`config.mk`:
```
export PLATFORM = sky130hd
export DESIGN_NAME = range_class_filter_flat
export DESIGN_NICKNAME = d
export VERILOG_FILES = /design/src/rtl/range_class_filter_pkg.sv /design/src/rtl/range_class_filter_if.sv /design/src/rtl/range_class_filter_hold_counter.sv /design/src/rtl/range_class_filter.sv /design/src/flat_wrapper.sv
export SDC_FILE = /design/constraint.sdc
export NUM_CORES = 1
export LEC_CHECK = 0
export BUFFER_PORTS_ARGS = -buffer_cell sky130_fd_sc_hd__buf_2
export CORE_AREA = 3 3 40 42
export DETAILED_ROUTE_END_ITERATION = 12
export DIE_AREA = 0 0 43 45
export PLACE_DENSITY = 0.62
export SKIP_CTS_REPAIR_TIMING = 1
export SYNTH_ARGS = -nofsm -noshare
export SYNTH_HDL_FRONTEND = slang
export SYNTH_SLANG_ARGS = --single-unit
```
`constraint.sdc`:
```
create_clock -name clk -period 4.34 [get_ports clk]
set_clock_uncertainty 0.15 [all_clocks]
set_input_delay 0 -clock clk [delete_from_list [all_inputs] [get_ports clk]]
set_output_delay 0 -clock clk [all_outputs]
set_load 0.05 [all_outputs]
```
`src/rtl/range_class_filter_pkg.sv`:
```
// Shared definitions for the range-class debounce filter: class encoding,
// class type and filter FSM state.
package range_class_filter_pkg;

  localparam logic [1:0] CLASS_LOW    = 2'd0;
  localparam logic [1:0] CLASS_MID_LO = 2'd1;
  localparam logic [1:0] CLASS_MID_HI = 2'd2;
  localparam logic [1:0] CLASS_HIGH   = 2'd3;

  typedef logic [1:0] range_class_t;

  typedef enum logic {
    STABLE = 1'b0,
    CAND   = 1'b1
  } filt_state_t;

endpackage

```
`src/rtl/range_class_filter_if.sv`:
```
// Sample/class bus between range_classifier consumer logic and the filter.
interface range_class_filter_if;
  import range_class_filter_pkg::*;

  logic         tick;
  range_class_t class_in;
  range_class_t class_out;
  logic         changed;
  logic         dir_up;
  logic         pending;

  modport master (output tick, class_in, input class_out, changed, dir_up, pending);
  modport slave  (input tick, class_in, output class_out, changed, dir_up, pending);

endinterface

```
`src/rtl/range_class_filter_hold_counter.sv`:
```
// Agreement counter for the candidate class; tc flags HOLD-1 agreeing samples,
// so the next agreeing sample is the committing one.
module range_class_filter_hold_counter #(
  parameter int HOLD = 3,
  localparam int CW  = $clog2(HOLD + 1)
) (
  input  logic clk,
  input  logic rst,
  input  logic clr,
  input  logic start,
  input  logic inc,
  output logic tc
);

  logic [CW-1:0] cnt;

  always_ff @(posedge clk or posedge rst) begin
    if (rst)        cnt <= '0;
    else if (clr)   cnt <= '0;
    else if (start) cnt <= CW'(1);
    else if (inc)   cnt <= cnt + CW'(1);
  end

  assign tc = (cnt == CW'(HOLD - 1));

endmodule

```
`src/rtl/range_class_filter.sv`:
```
// Debounce/hysteresis filter on the 2-bit range class; commits after HOLD agreeing ticks.
// RANGE_FILTER_STEP_LIMIT_EN: each commit moves class_out one level toward the candidate.
module range_class_filter
  import range_class_filter_pkg::*;
#(
  parameter int           HOLD        = 3,
  parameter range_class_t RESET_CLASS = CLASS_LOW
) (
  input  logic                 clk,
  input  logic                 rst,
  range_class_filter_if.slave  bus
);

  filt_state_t  state;
  range_class_t cand;
  range_class_t target;
  range_class_t next_class;
  logic         differs, agrees, tc;
  logic         commit, cnt_clr, cnt_start, cnt_inc;

  assign differs = (bus.class_in != bus.class_out);
  assign agrees  = (bus.class_in == cand);
  assign bus.pending = (state == CAND);

  always_comb begin
    commit    = 1'b0;
    target    = cand;
    cnt_clr   = 1'b0;
    cnt_start = 1'b0;
    cnt_inc   = 1'b0;
    if (bus.tick) begin
      case (state)
        STABLE: if (differs) begin
          target = bus.class_in;
          if (HOLD == 1) commit    = 1'b1;
          else           cnt_start = 1'b1;
        end
        CAND: begin
          if (!differs)     cnt_clr   = 1'b1;
          else if (!agrees) cnt_start = 1'b1;
          else if (tc) begin
            commit  = 1'b1;
            cnt_clr = 1'b1;
          end
          else              cnt_inc   = 1'b1;
        end
        default: ;
      endcase
    end
  end

  // commit only fires when target differs from class_out, so the step never wraps
`ifdef RANGE_FILTER_STEP_LIMIT_EN
  assign next_class = (target > bus.class_out) ? bus.class_out + 2'd1 : bus.class_out - 2'd1;
`else
  assign next_class = target;
`endif

  range_class_filter_hold_counter #(.HOLD(HOLD)) u_hold (
    .clk   (clk),
    .rst   (rst),
    .clr   (cnt_clr),
    .start (cnt_start),
    .inc   (cnt_inc),
    .tc    (tc)
  );

  always_ff @(posedge clk or posedge rst) begin
    if (rst) begin
      state         <= STABLE;
      cand          <= CLASS_LOW;
      bus.class_out <= RESET_CLASS;
      bus.changed   <= 1'b0;
      bus.dir_up    <= 1'b0;
    end else begin
      bus.changed <= commit;
      if (commit) begin
        bus.class_out <= next_class;
        bus.dir_up    <= (target > bus.class_out);
      end
      if (bus.tick) begin
        case (state)
          STABLE: if (differs && HOLD != 1) begin
            cand  <= bus.class_in;
            state <= CAND;
          end
          CAND: begin
            if (!differs || (agrees && tc)) state <= STABLE;
            else if (!agrees)               cand  <= bus.class_in;
          end
          default: state <= STABLE;
        endcase
      end
    end
  end

endmodule

```
`src/flat_wrapper.sv`:
```
// flat-port wrapper written by rule: the top's interface ports become plain ports
module range_class_filter_flat import range_class_filter_pkg::*;
#(
  parameter int           HOLD        = 3,
  parameter range_class_t RESET_CLASS = CLASS_LOW
)
  (clk, rst, bus_tick, bus_class_in, bus_class_out, bus_changed, bus_dir_up, bus_pending);
  range_class_filter_if bus_i ();
  input  logic clk;
  input  logic rst;
  input wire logic [$bits(bus_i.tick)-1:0] bus_tick;
  input wire logic [$bits(bus_i.class_in)-1:0] bus_class_in;
  output wire logic [$bits(bus_i.class_out)-1:0] bus_class_out;
  output wire logic [$bits(bus_i.changed)-1:0] bus_changed;
  output wire logic [$bits(bus_i.dir_up)-1:0] bus_dir_up;
  output wire logic [$bits(bus_i.pending)-1:0] bus_pending;
  assign bus_i.tick = bus_tick;
  assign bus_i.class_in = bus_class_in;
  assign bus_class_out = bus_i.class_out;
  assign bus_changed = bus_i.changed;
  assign bus_dir_up = bus_i.dir_up;
  assign bus_pending = bus_i.pending;
  range_class_filter #(.HOLD(HOLD), .RESET_CLASS(RESET_CLASS)) u_core (.clk(clk), .rst(rst), .bus(bus_i));
endmodule
```
* After elaboration in Yosys (flattened, before gate mapping)
Index checks and enable logic that the tools add are counted. Widths: inputs -> output; s select.
Storage, ports and cells: flip-flop bits (word level) 9, word-level logic and storage cells 48
Cells by class: add/sub/neg operators 1, order comparisons 1, equality and inequality tests 5, muxes and demuxes 29, bitwise gates (word level) 1, reductions and logical operators 5
Operators with widths (number):
- $mux 1 | 18
- $mux 2 | 8
- $ne 2x2->1 const B | 2
- $pmux 1 s2 | 2
- $pmux 2 s2 | 1
- $reduce_and 3->1 | 1
- $reduce_bool 3->1 | 1
- $add 2x1->2 const B | 1
- $eq 2x2->1 | 1
- $eq 2x2->1 const B | 1
- $gt 2x2->1 | 1
- $ne 2x2->1 | 1
- $logic_and 1x1->1 | 1
- $logic_not 1->1 | 1
- $logic_or 1x1->1 | 1
- $not 1->1 | 1

* Logic depth before layout (Yosys ltp)
Gate-level depths: netlist of the first run.
depth after elaboration 9, depth in mapped cells 9

* Hierarchy
Synthesis of the first run repeated with hierarchy kept, for this count alone.
Second synthesis, totals: cell total of the unflattened synthesis 60, area total of the unflattened synthesis 579.3 sq um
Modules (own cells, without submodules):
- range_class_filter | times used 1, cells an instance 50, area each 478.0 sq um, sequential area each 175.2 sq um
- range_class_filter_hold_counter | times used 1, cells an instance 10, area each 101.3 sq um, sequential area each 50.0 sq um

* Least setup slack after synthesis of the first run
OpenSTA, ideal clock, no wires.
kind reg2reg, from reg u_core.bus.class_out[1], to reg u_core.bus.dir_up, arrival time 2.194 ns, path slack 1.870 ns, stages on the path, launching flop included 9, path through dfrtp_1 xor2_1 o21ai_2 nor2_1 mux2_2 ha_1 a21oi_1 a21oi_1 mux2_4
Between the ends: word-level cells in the longest chain between the ends 5, elaborated cells on any way between the ends 8, those cells by class order compare: 1; eq/ne: 1; mux: 6
Ends and longest elaborated chain:
- start, declared | line range_class_filter_if.sv:13 | modport slave (input tick, class_in, output class_out, changed, dir_up, pending);
- start signal, assigned | line range_class_filter.sv:78 | bus.class_out <= next_class;
- $ne 2x2->1 | line range_class_filter.sv:21 | assign differs = (bus.class_in != bus.class_out);
- $mux 2
- $mux 2 | line range_class_filter.sv:32 | case (state)
- $mux 2 | line range_class_filter.sv:31 | if (bus.tick) begin
- net u_core.next_class[1] | line range_class_filter.sv:17 | range_class_t next_class;
- $gt 2x2->1 | line range_class_filter.sv:79 | bus.dir_up <= (target > bus.class_out);
- end signal, assigned | line range_class_filter.sv:79
- end, declared | line range_class_filter_if.sv:13
The timed path passes the listed nets, and every way through them passes these cells. A chain may end at the register's enable or synchronous reset.

* Final worst setup path of the first run
from in bus_class_in[0], to reg u_core.bus.dir_up
Between the ends: word-level cells in the longest chain between the ends 5, elaborated cells on any way between the ends 10, those cells by class order compare: 1; eq/ne: 2; mux: 7
Ends and longest elaborated chain:
- start, declared | line flat_wrapper.sv:12 | input wire logic [$bits(bus_i.class_in)-1:0] bus_class_in;
- $ne 2x2->1 | line range_class_filter.sv:21
- $mux 2
- $mux 2 | line range_class_filter.sv:32
- $mux 2 | line range_class_filter.sv:31
- net u_core.next_class[1] | line range_class_filter.sv:17
- $gt 2x2->1 | line range_class_filter.sv:79
The timed path passes the listed nets, and every way through them passes these cells.

==> impl_results.md, run 1 <==
- Result of the run: finished, final reports clean
- Cell type with the largest total area after synthesis: sky130_fd_sc_hd__dfrtp_1
- Core area: 1280 um2
- H-Tree Depth: 1
- Number of global-route vias before repair: 337
- Finished layout cell area: 653 um2
- Global-route total usage across every layer: 10.5%
- Slowest cell on the critical path: sky130_fd_sc_hd__dlygate4sd3_1
- Clk pin slew, worst setup/hold paths: 60 ps
- Cell at the root of the clock tree: sky130_fd_sc_hd__clkbuf_4
- Synth cell types: 18
- Kind of cell adding the most delay to the critical path: buffers and inverters
- Synthesis-stage register bit count: 9
- Utilization after layout: 50.8%
- Starting DRT DRC Count: 0
- Minimum clock period: 2310 ps
- Worst path cell trace: dlygate4sd3_1 > buf_2 > xor2_1 > o21ai_2 > nor2_1 > mux2_2 > ha_1 > a21oi_1 > a21oi_1 > mux2_4
- Number of buffers inserted during clock tree synthesis: 3
- GPL Wtd Cong: 0.693
- Fraction of synthesized cell area taken by the top area cell type: 42.2%
- Total grt overflow: 0
- Post-synthesis net count: 57
- DP Wirelength: 663 um
- Post-placement cell count: 72
- Count of flip-flops with a built-in enable after synthesis: 0
- Area post-placement: 587 um2
- Die Width: 43 um
- Main synth FF type: sky130_fd_sc_hd__dfrtp_1
- Peak supply drop: 0.143 mV
- Post-route setup TNS: 0 ps
- Arrival time at the worst endpoint: 2310 ps
- Bufs on Longest Clock Path: 2
- Leakage component of the power: 0.345 nW
- Unrepaired setup endpoints after global routing: no
- Initial cell density of the core: 41.6%
- Final period utilization: 53.3%
- Ratio of cells with drive above 1 in the final layout: 32.3%
- Post-layout instance count excluding filler cells: 80
- Final hold violation count: 0
- Share of flip-flops with an asynchronous set or reset after synthesis: 100%
- Dominant cells by area after synthesis: sky130_fd_sc_hd__dfrtp_1 (42%), sky130_fd_sc_hd__mux2_2 (8.4%), sky130_fd_sc_hd__ha_1 (7.0%)
- DRC Markers: 0
- Vias post-DR: 393
- Full die area: 1940 um2
- DR WL/cell: 10.7 um
- Layout area overhead: 22.2%
- IO buf count: 9
- Sort of element at the start of the critical path: input pin
- Global-route wire length before repair: 1440 um
- Top cells by instance count after synthesis: sky130_fd_sc_hd__dfrtp_1 (9), sky130_fd_sc_hd__inv_1 (7), sky130_fd_sc_hd__mux2_2 (4), sky130_fd_sc_hd__xor2_1 (4)
- Startpoint-to-endpoint class of the critical path: input pin to register
- Num rows: 13
- Number of nets in the layout: 74
- Post-route worst setup slack: 2030 ps
- Register-to-Register Setup Slack: 2030 ps
- Worst min path class: input pin to async pin
- Slew HR: 76.0%
- DR pass1 iterations: 1
- Setup violations, final: 0
- Maximum number of pins on one net before global-route repair: 10
- Max-slew violation count: 0
- Longest individual stage delay on the worst path: 530 ps
- Total power divided by cell area: 366 nW/um2
- CTS tree: done
- Count of max-cap constraint violations: 0
- Fmax: 0.432 GHz
- Syn Area/Cell: 10.9 um2
- Fraction of the yosys area taken by sequential cells: 42.2%
- Via count normalized by instance count: 4.91
- Highest net fanout along the worst path: 9
- CP most frequent cell: sky130_fd_sc_hd__a21oi_1
- Number of nets with antenna violations after detailed routing: 0
- Number of diodes added for antenna fixing: 0
- Warnings from Yosys: 0
- WP buf/inv: 2
- CP Data Required Time: 4340 ps
- Number of antenna violations at the first check in global routing: 0
- Placement Setup Slack: 2000 ps
- Overall die height: 45 um
- Final Total Pwr: 0.239 mW
- Mapped cell area: 534 um2
- CTS sink count: 9
- Transition time at the pin with the least slew margin: 360 ps
- Top-count cell post-synth: sky130_fd_sc_hd__dfrtp_1
- Type of destination of the critical path: register
- Final wirelength: 857 um
- Synthesized instance count: 49
- Worst hold slack across all endpoints: 83.3 ps
- Later-pin clock latency in the skew report: 260 ps
- I/O pin count: 10
## cell type report
type | instances | area, um2
multi-input cells | 32 | 272
well taps | 15 | 18.8
clock buffers | 4 | 26.3
inverters | 7 | 26.3
repair buffers | 13 | 85.1
flip-flops and latches | 9 | 225
fillers | 127 | 632
## routing by layer
layer	up-vias	global-route usage (%)	wire [um]
met2	9	14.7	379
met4	0	7.23	22
met5	-	0	0
met1	179	13.6	415
li1	200	-	-
met3	5	3.59	39
## worst register-to-register path, stage by stage, from the launching register on
cell and delay (ps):
sky130_fd_sc_hd__dfrtp_1 400, sky130_fd_sc_hd__xor2_1 180, sky130_fd_sc_hd__o21ai_2 330, sky130_fd_sc_hd__nor2_1 130, sky130_fd_sc_hd__mux2_2 290, sky130_fd_sc_hd__ha_1 290, sky130_fd_sc_hd__a21oi_1 130, sky130_fd_sc_hd__a21oi_1 50
sky130_fd_sc_hd__mux2_4 260
## path summary, 6_finish.rpt
kind                                         startpoint                    to  cells after the start
worst max-delay path                    bus_class_in[0]     u_core.bus.dir_up                     10
worst min register to register     u_core.u_hold.cnt[0]  u_core.u_hold.cnt[0]                      2
worst max register to register  u_core.bus.class_out[1]     u_core.bus.dir_up                      8
worst min-delay path                                rst    u_core.bus.changed                      3
min in group clk                               bus_tick    u_core.bus.pending                      3
max in group asynchronous                           rst    u_core.bus.pending                      3
## registers in the layout, summed over array words and instances, names as in the netlist
| name | count |
|---|---|
| u_core.bus.changed | 1 |
| u_core.bus.class_out | 2 |
| u_core.bus.dir_up | 1 |
| u_core.bus.pending | 1 |
| u_core.cand | 2 |
| u_core.u_hold.cnt | 2 |
## kinds of logic after synthesis
kind of cell               Yosys count  synth area share, %
xor gates and xnor gates             4                 6.56
DFF                                  9                 42.2
and+or+nand+nor                      8                 8.20
muxes                                9                 19.7
AOI/OAI and AO/OA                    8                 9.37
buffers and inverters                8                 7.03
adders and majority gates            3                 7.03
## report_power, final
group / switching (mW) / total [mW] / internal, mW
registers: 0.00934 / 0.103 / 0.0936
clock network: 0.0295 / 0.0650 / 0.0355
logic: 0.0411 / 0.0712 / 0.0302
total: 0.0799 / 0.239 / 0.159
## cells in the final DEF, fill, tap and decap left out
master | synthesis | final
sky130_fd_sc_hd__mux2_2 | 4 | 4
sky130_fd_sc_hd__mux2i_1 | 3 | 3
sky130_fd_sc_hd__buf_2 | 0 | 9
sky130_fd_sc_hd__o21ai_2 | 1 | 1
sky130_fd_sc_hd__ha_1 | 3 | 3
sky130_fd_sc_hd__a21oi_1 | 2 | 2
sky130_fd_sc_hd__xor2_1 | 4 | 4
sky130_fd_sc_hd__nand3_1 | 2 | 2
sky130_fd_sc_hd__a21o_2 | 1 | 1
sky130_fd_sc_hd__inv_1 | 7 | 7
sky130_fd_sc_hd__dfrtp_1 | 9 | 9
sky130_fd_sc_hd__mux2_4 | 2 | 2
sky130_fd_sc_hd__o21ai_0 | 3 | 3
sky130_fd_sc_hd__nor3_2 | 1 | 1
sky130_fd_sc_hd__or3b_1 | 1 | 1
sky130_fd_sc_hd__clkbuf_4 | 0 | 3
sky130_fd_sc_hd__dlygate4sd3_1 | 0 | 4
sky130_fd_sc_hd__nand2_1 | 2 | 2
sky130_fd_sc_hd__nor2_1 | 2 | 2
sky130_fd_sc_hd__a21boi_0 | 1 | 1
sky130_fd_sc_hd__clkbuf_1 | 0 | 1
Note: power is estimated with default switching activity, not from simulation.
==> run 2: changes to the inputs <==
--- a/config.mk
+++ b/config.mk
@@ -9,7 +9,7 @@
 export CORE_AREA = 3 3 40 42
 export DETAILED_ROUTE_END_ITERATION = 12
 export DIE_AREA = 0 0 43 45
-export PLACE_DENSITY = 0.62
+export PLACE_DENSITY = 0.64
 export SKIP_CTS_REPAIR_TIMING = 1
 export SYNTH_ARGS = -nofsm -noshare
 export SYNTH_HDL_FRONTEND = slang
==> constraint.sdc (replaced) <==
create_clock -name clk -period 1.86 [get_ports clk]
set_clock_uncertainty 0.15 [all_clocks]
set_input_delay 0 -clock clk [delete_from_list [all_inputs] [get_ports clk]]
set_output_delay 0 -clock clk [all_outputs]
set_load 0.05 [all_outputs]
==> impl_results.md, run 2 (same netlist as run 1, synthesis figures left out) <==
- Result of the run: finished with violations (was finished, final reports clean)
- Failing checks: hold timing, setup timing
- Num rows: 13 (unchanged)
- Peak supply drop: 0.422 mV (was 0.143 mV)
- Slew HR: 75.1% (was 76.0%)
- Final Total Pwr: 0.630 mW (was 0.239 mW)
- Vias post-DR: 430 (was 393)
- Sort of element at the start of the critical path: register (was input pin)
- Utilization after layout: 59.9% (was 50.8%)
- Type of destination of the critical path: register (unchanged)
- Sequential group share of total power: 37.5% (was 43.0%)
- Leakage component of the power: 0.395 nW (was 0.345 nW)
- Switching Share: 34.1% (was 33.4%)
- Via count normalized by instance count: 4.78 (was 4.91)
- Full die area: 1940 um2 (unchanged)
- Count of max-cap constraint violations: 0 (unchanged)
- Later-pin clock latency in the skew report: 270 ps (was 260 ps)
- Initial cell density of the core: 41.6% (unchanged)
- GPL Wtd Cong: 0.765 (was 0.693)
- Core area: 1280 um2 (unchanged)
- Max-slew violation count: 0 (unchanged)
- Clk pin slew, worst setup/hold paths: 60 ps (about the same)
- Bufs on Longest Clock Path: 2 (unchanged)
- Arrival time at the worst endpoint: 2100 ps (was 2310 ps)
- Final period utilization: 113%
- CTS tree: done (unchanged)
- Die Width: 43 um (unchanged)
- Starting DRT DRC Count: 10 (was 0)
- Biggest registers after layout: u_core.bus.class_out: 2 flops, u_core.cand: 2 flops, u_core.u_hold.cnt: 2 flops (unchanged)
- P_sw: 0.215 mW (was 0.0799 mW)
- Global-route total usage across every layer: 13.8% (was 10.5%)
- Ratio of cells with drive above 1 in the final layout: 56.0% (was 32.3%)
- Number of diodes added for antenna fixing: 0 (unchanged)
- DP Wirelength: 881 um (was 663 um)
- Total power divided by cell area: 819 nW/um2 (was 366 nW/um2)
- Unrepaired setup endpoints after global routing: yes (was no)
- IO buf count: 9 (unchanged)
- Overall die height: 45 um (unchanged)
- DR WL/cell: 12.9 um (was 10.7 um)
- Number of nets in the layout: 84 (was 74)
- Clock power share: 25.1% (was 27.2%)
- Commonest cells after routing, fill and taps aside: sky130_fd_sc_hd__buf_4 (11), sky130_fd_sc_hd__buf_2 (9), sky130_fd_sc_hd__inv_1 (6), sky130_fd_sc_hd__dfrtp_1 (6) (was sky130_fd_sc_hd__buf_2 (9), sky130_fd_sc_hd__dfrtp_1 (9), sky130_fd_sc_hd__inv_1 (7))
- Global-route wire length before repair: 1810 um (was 1440 um)
- Fmax: 0.477 GHz
- Number of buffers inserted during clock tree synthesis: 3 (unchanged)
- Number of nets with antenna violations after detailed routing: 0 (unchanged)
- Transition time at the pin with the least slew margin: 373 ps (was 360 ps)
- Post-route worst setup slack: -235 ps (was 2030 ps)
- DR pass1 iterations: 4 (was 1)
- Number of global-route vias before repair: 427 (was 337)
- DRC Markers: 0 (unchanged)
- CP Data Required Time: 1860 ps (was 4340 ps)
- I/O pin count: 10 (unchanged)
- Highest net fanout along the worst path: 2 (was 9)
- H-Tree Depth: 1 (unchanged)
- Setup violations, final: 3 (was 0)
- CTS sink count: 9 (unchanged)
- Comb pwr share: 37.4% (was 29.8%)
- Final wirelength: 1160 um (was 857 um)
- Layout area overhead: 44.0% (was 22.2%)
- Final hold violation count: 1 (was 0)
- Maximum number of pins on one net before global-route repair: 10 (unchanged)
- Total grt overflow: 0 (unchanged)
- Worst hold slack across all endpoints: -2.81 ps (was 83.3 ps)
- Area post-placement: 676 um2 (was 587 um2)
- Power Internal: 0.415 mW (was 0.159 mW)
- Finished layout cell area: 769 um2 (was 653 um2)
- Leading cell type in the layout, fill and taps excluded: sky130_fd_sc_hd__buf_4
- Minimum clock period: 2100 ps
- Worst min path class: input pin to register (was input pin to async pin)
- Cell at the root of the clock tree: sky130_fd_sc_hd__clkbuf_4 (unchanged)
- Number of antenna violations at the first check in global routing: 0 (unchanged)
- Startpoint-to-endpoint class of the critical path: register to register (was input pin to register)
-- run 2: changes by cell type in the layout (fill, tap and decap cells not counted), moves of 2 or more --
| cell | before | now |
|---|---|---|
| sky130_fd_sc_hd__xor2_2 | 0 | 2 |
| sky130_fd_sc_hd__ha_1 | 3 | 1 |
| sky130_fd_sc_hd__xor2_1 | 4 | 2 |
| sky130_fd_sc_hd__dfrtp_1 | 9 | 6 |
| sky130_fd_sc_hd__dfrtp_2 | 0 | 3 |
| sky130_fd_sc_hd__buf_4 | 0 | 11 |
-- run 2: worst paths after layout --
| path | from | to | slack, ps | cells after the start |
|---|---|---|---|---|
| min in group asynchronous | rst | u_core.cand[0] | 90 | 3 |
| max in group asynchronous | rst | u_core.bus.class_out[0] | 1180 | 3 |
| min | bus_class_in[0] | u_core.cand[0] | -3 | 3 |
| max | u_core.bus.class_out[0] | u_core.bus.dir_up | -240 | 8 |
| max reg2reg | u_core.bus.class_out[0] | u_core.bus.dir_up | -240 | 8 |
| min reg2reg | u_core.bus.dir_up | u_core.bus.dir_up | 360 | 1 |
-- run 2: per-stage QoR --
step	instances	TNS (ps)	worst slack (ps)
3_3_place_gp	83	-288	-228
6_report	90	-339	-235
4_1_cts	87	-507	-339
5_1_grt	90	-505	-288
2_1_floorplan	49	-544	-457
3_5_place_dp	83	-432	-310
-- run 2: area by class of cell --
type	count	area [um2]
Tap cell	15	18.8
Fill cell	116	515
Inverter	7	26.3
Sequential cell	9	229
Clock buffer	4	26.3
Multi-Input combinational cell	32	312
Timing Repair Buffer	23	158
-- run 2: worst max-delay path, cell delays in order (launching register included) --
cell and delay (ps):
sky130_fd_sc_hd__dfrtp_2 430, sky130_fd_sc_hd__xor2_2 180, sky130_fd_sc_hd__o21ai_2 90, sky130_fd_sc_hd__nor2_2 160
sky130_fd_sc_hd__mux2_4 330, sky130_fd_sc_hd__ha_4 220, sky130_fd_sc_hd__a21oi_2 120, sky130_fd_sc_hd__a21oi_1 50
sky130_fd_sc_hd__mux2_4 260
-- run 2: layer usage --
metal  global-route usage (%)  vias to the layer above  part of all wire (%)
met5                        0                        -                     0
met4                     10.8                        0                   2.3
met3                     5.18                        4                   3.6
met2                     22.2                        8                    52
met1                     14.7                      204                    42
li1                         -                      214                     -
-- run 2: power by group through the flow --
stage          clock network [mW]  registers, mW  logic [mW]
6_report                    0.158          0.236       0.236
4_1_cts                     0.162          0.235       0.214
2_1_floorplan                   0          0.277      0.0960
3_3_place_gp                    0          0.237       0.206
3_5_place_dp                    0          0.238       0.212
5_1_grt                     0.178          0.239       0.257
==> run 3: changes to the inputs <==
--- a/config.mk
+++ b/config.mk
@@ -9,7 +9,7 @@
 export CORE_AREA = 3 3 40 42
 export DETAILED_ROUTE_END_ITERATION = 12
 export DIE_AREA = 0 0 43 45
-export PLACE_DENSITY = 0.64
+export PLACE_DENSITY = 0.62
 export SKIP_CTS_REPAIR_TIMING = 1
 export SYNTH_ARGS = -nofsm -noshare
 export SYNTH_HDL_FRONTEND = slang
==> constraint.sdc (replaced) <==
create_clock -name clk -period 2.2 [get_ports clk]
set_clock_uncertainty 0.15 [all_clocks]
set_input_delay 0 -clock clk [delete_from_list [all_inputs] [get_ports clk]]
set_output_delay 0 -clock clk [all_outputs]
set_load 0.05 [all_outputs]
==> impl_results.md, run 3 (same netlist as run 1, synthesis figures left out) <==
- Result of the run: finished, final reports clean (was finished with violations)
- Filler cell count in the final layout: 111 (was 116)
- Full die area: 1940 um2 (unchanged)
- Later-pin clock latency in the skew report: 260 ps (was 270 ps)
- Worst path cell trace: xor2_1 > o21ai_2 > nor2_2 > mux2_4 > ha_4 > a21oi_1 > a21oi_1 > mux2_4 (was xor2_2 > o21ai_2 > nor2_2 > mux2_4 > ha_4 > a21oi_2 > a21oi_1 > mux2_4)
- Final period utilization: 96.9% (was 113%)
- Total grt overflow: 0 (unchanged)
- Count of max-cap constraint violations: 0 (unchanged)
- Die Width: 43 um (unchanged)
- Sort of element at the start of the critical path: register (unchanged)
- Ratio of cells with drive above 1 in the final layout: 41.8% (was 56.0%)
- Num rows: 13 (unchanged)
- Worst min path class: input pin to async pin (was input pin to register)
- Max-slew violation count: 0 (unchanged)
- Post-layout instance count excluding filler cells: 82 (was 90)
- Number of nets with antenna violations after detailed routing: 0 (unchanged)
- Arrival time at the worst endpoint: 2130 ps (was 2100 ps)
- Unrepaired setup endpoints after global routing: no (was yes)
- DRC Markers: 0 (unchanged)
- DR WL/cell: 11.6 um (was 12.9 um)
- IO buf count: 9 (unchanged)
- Highest net fanout along the worst path: 4 (was 2)
- CP Data Required Time: 2200 ps (was 1860 ps)
- Number of diodes added for antenna fixing: 0 (unchanged)
- Area occupied by registers: 228 um2 (was 229 um2)
- Startpoint-to-endpoint class of the critical path: register to register (unchanged)
- Number of nets in the layout: 76 (was 84)
- Total power divided by cell area: 710 nW/um2 (was 819 nW/um2)
- Post-route setup TNS: 0 ps (was -339 ps)
- Via count normalized by instance count: 4.82 (was 4.78)
- Vias post-DR: 395 (was 430)
- Cell at the root of the clock tree: sky130_fd_sc_hd__clkbuf_4 (unchanged)
- Total area of multi-input combinational cells: 298 um2 (was 312 um2)
- Transition time at the pin with the least slew margin: 359 ps (was 373 ps)
- CTS sink count: 9 (unchanged)
- Final wirelength: 952 um (was 1160 um)
- Fmax: 0.469 GHz (was 0.477 GHz)
- Global-route total usage across every layer: 10.2% (was 13.8%)
- Global-route wire length before repair: 1420 um (was 1810 um)
- DR pass1 iterations: 4 (unchanged)
- Longest individual stage delay on the worst path: 430 ps (about the same)
- Final hold violation count: 0 (was 1)
- Commonest cells after routing, fill and taps aside: sky130_fd_sc_hd__buf_2 (9), sky130_fd_sc_hd__inv_1 (7), sky130_fd_sc_hd__dfrtp_1 (7), sky130_fd_sc_hd__dlygate4sd3_1 (4) (was sky130_fd_sc_hd__buf_4 (11), sky130_fd_sc_hd__buf_2 (9), sky130_fd_sc_hd__inv_1 (6), sky130_fd_sc_hd__dfrtp_1 (6))
- Leakage component of the power: 0.358 nW (was 0.395 nW)
- Biggest registers after layout: u_core.bus.class_out: 2 flops, u_core.cand: 2 flops, u_core.u_hold.cnt: 2 flops (unchanged)
- Slew HR: 76.1% (was 75.1%)
- GPL Wtd Cong: 0.753 (was 0.765)
- Length in cells of the worst reg-to-reg path: 8 (unchanged)
- Layout area overhead: 30.4% (was 44.0%)
- Worst hold slack across all endpoints: 88.0 ps (was -2.81 ps)
- Utilization after layout: 54.2% (was 59.9%)
- H-Tree Depth: 1 (unchanged)
- Minimum clock period: 2130 ps (was 2100 ps)
- Peak supply drop: 0.387 mV (was 0.422 mV)
- CTS tree: done (unchanged)
- DP Wirelength: 673 um (was 881 um)
- Type of destination of the critical path: register (unchanged)
- Number of buffers inserted during clock tree synthesis: 3 (unchanged)
- Bufs on Longest Clock Path: 2 (unchanged)
- Core area: 1280 um2 (unchanged)
- Overall die height: 45 um (unchanged)
- Maximum number of pins on one net before global-route repair: 10 (unchanged)
- Starting DRT DRC Count: 2 (was 10)
- Slowest cell on the critical path: sky130_fd_sc_hd__dfrtp_2 (unchanged)
- Number of antenna violations at the first check in global routing: 0 (unchanged)
- Setup violations, final: 0 (was 3)
- Number of global-route vias before repair: 343 (was 427)
- I/O pin count: 10 (unchanged)
- Post-placement cell count: 73 (was 83)
- Clk pin slew, worst setup/hold paths: 60 ps (about the same)
- Leading cell type in the layout, fill and taps excluded: sky130_fd_sc_hd__buf_2 (was sky130_fd_sc_hd__buf_4)
- Initial cell density of the core: 41.6% (unchanged)
==> run 3: power breakdown <==
part	leakage, nW	switching [mW]	internal [mW]
registers	0.109	0.0197	0.185
clock network	0.0150	0.0581	0.0699
logic	0.235	0.0890	0.0726
total	0.358	0.167	0.328
==> run 3: through the flow <==
stage	setup slack [ps]	total power [mW]	cell area, um2
6_report	68.3	0.495	697
3_3_place_gp	65.0	0.347	599
3_5_place_dp	31.7	0.348	599
5_1_grt	17.8	0.529	697
4_1_cts	24.9	0.482	626
2_1_floorplan	-131	0.315	539
==> run 3: metal layers <==
metal  GRT usage [%]  share of wire [%]  up-vias
met5               0                  0        -
met4            1.81                  0        0
met3            7.17                7.5        0
met2            14.7                 46       10
met1            12.6                 47      187
li1                -                  -      198
==> run 3: area by class of cell <==
class	count	share of cell area, %
Clock buffer	4	3.77
Inverter	7	3.77
Multi-Input combinational cell	32	42.7
Sequential cell	9	32.7
Tap cell	15	2.69
Timing Repair Buffer	15	14.4
==> run 3: worst max-delay path, delay by kind of cell (launching register included) <==
family | cells | cell delay [ps]
AO/OA/AOI/OAI | 3 | 270
XOR/XNOR | 1 | 190
adder cells (fa/ha/maj) | 1 | 220
flip-flops | 1 | 430
multiplexers | 2 | 600
AND/OR/NAND/NOR | 1 | 160
==> run 3: final timing paths <==
path | endpoint | slack (ps) | startpoint
worst min register to register | u_core.u_hold.cnt[0] | 350 | u_core.u_hold.cnt[0]
worst min-delay path | u_core.bus.changed | 90 | rst
min in group clk | u_core.bus.pending | 340 | bus_tick
worst max register to register | u_core.bus.dir_up | 70 | u_core.bus.class_out[0]
max in group asynchronous | u_core.bus.class_out[1] | 1520 | rst
worst max-delay path | u_core.bus.dir_up | 70 | u_core.bus.class_out[0]
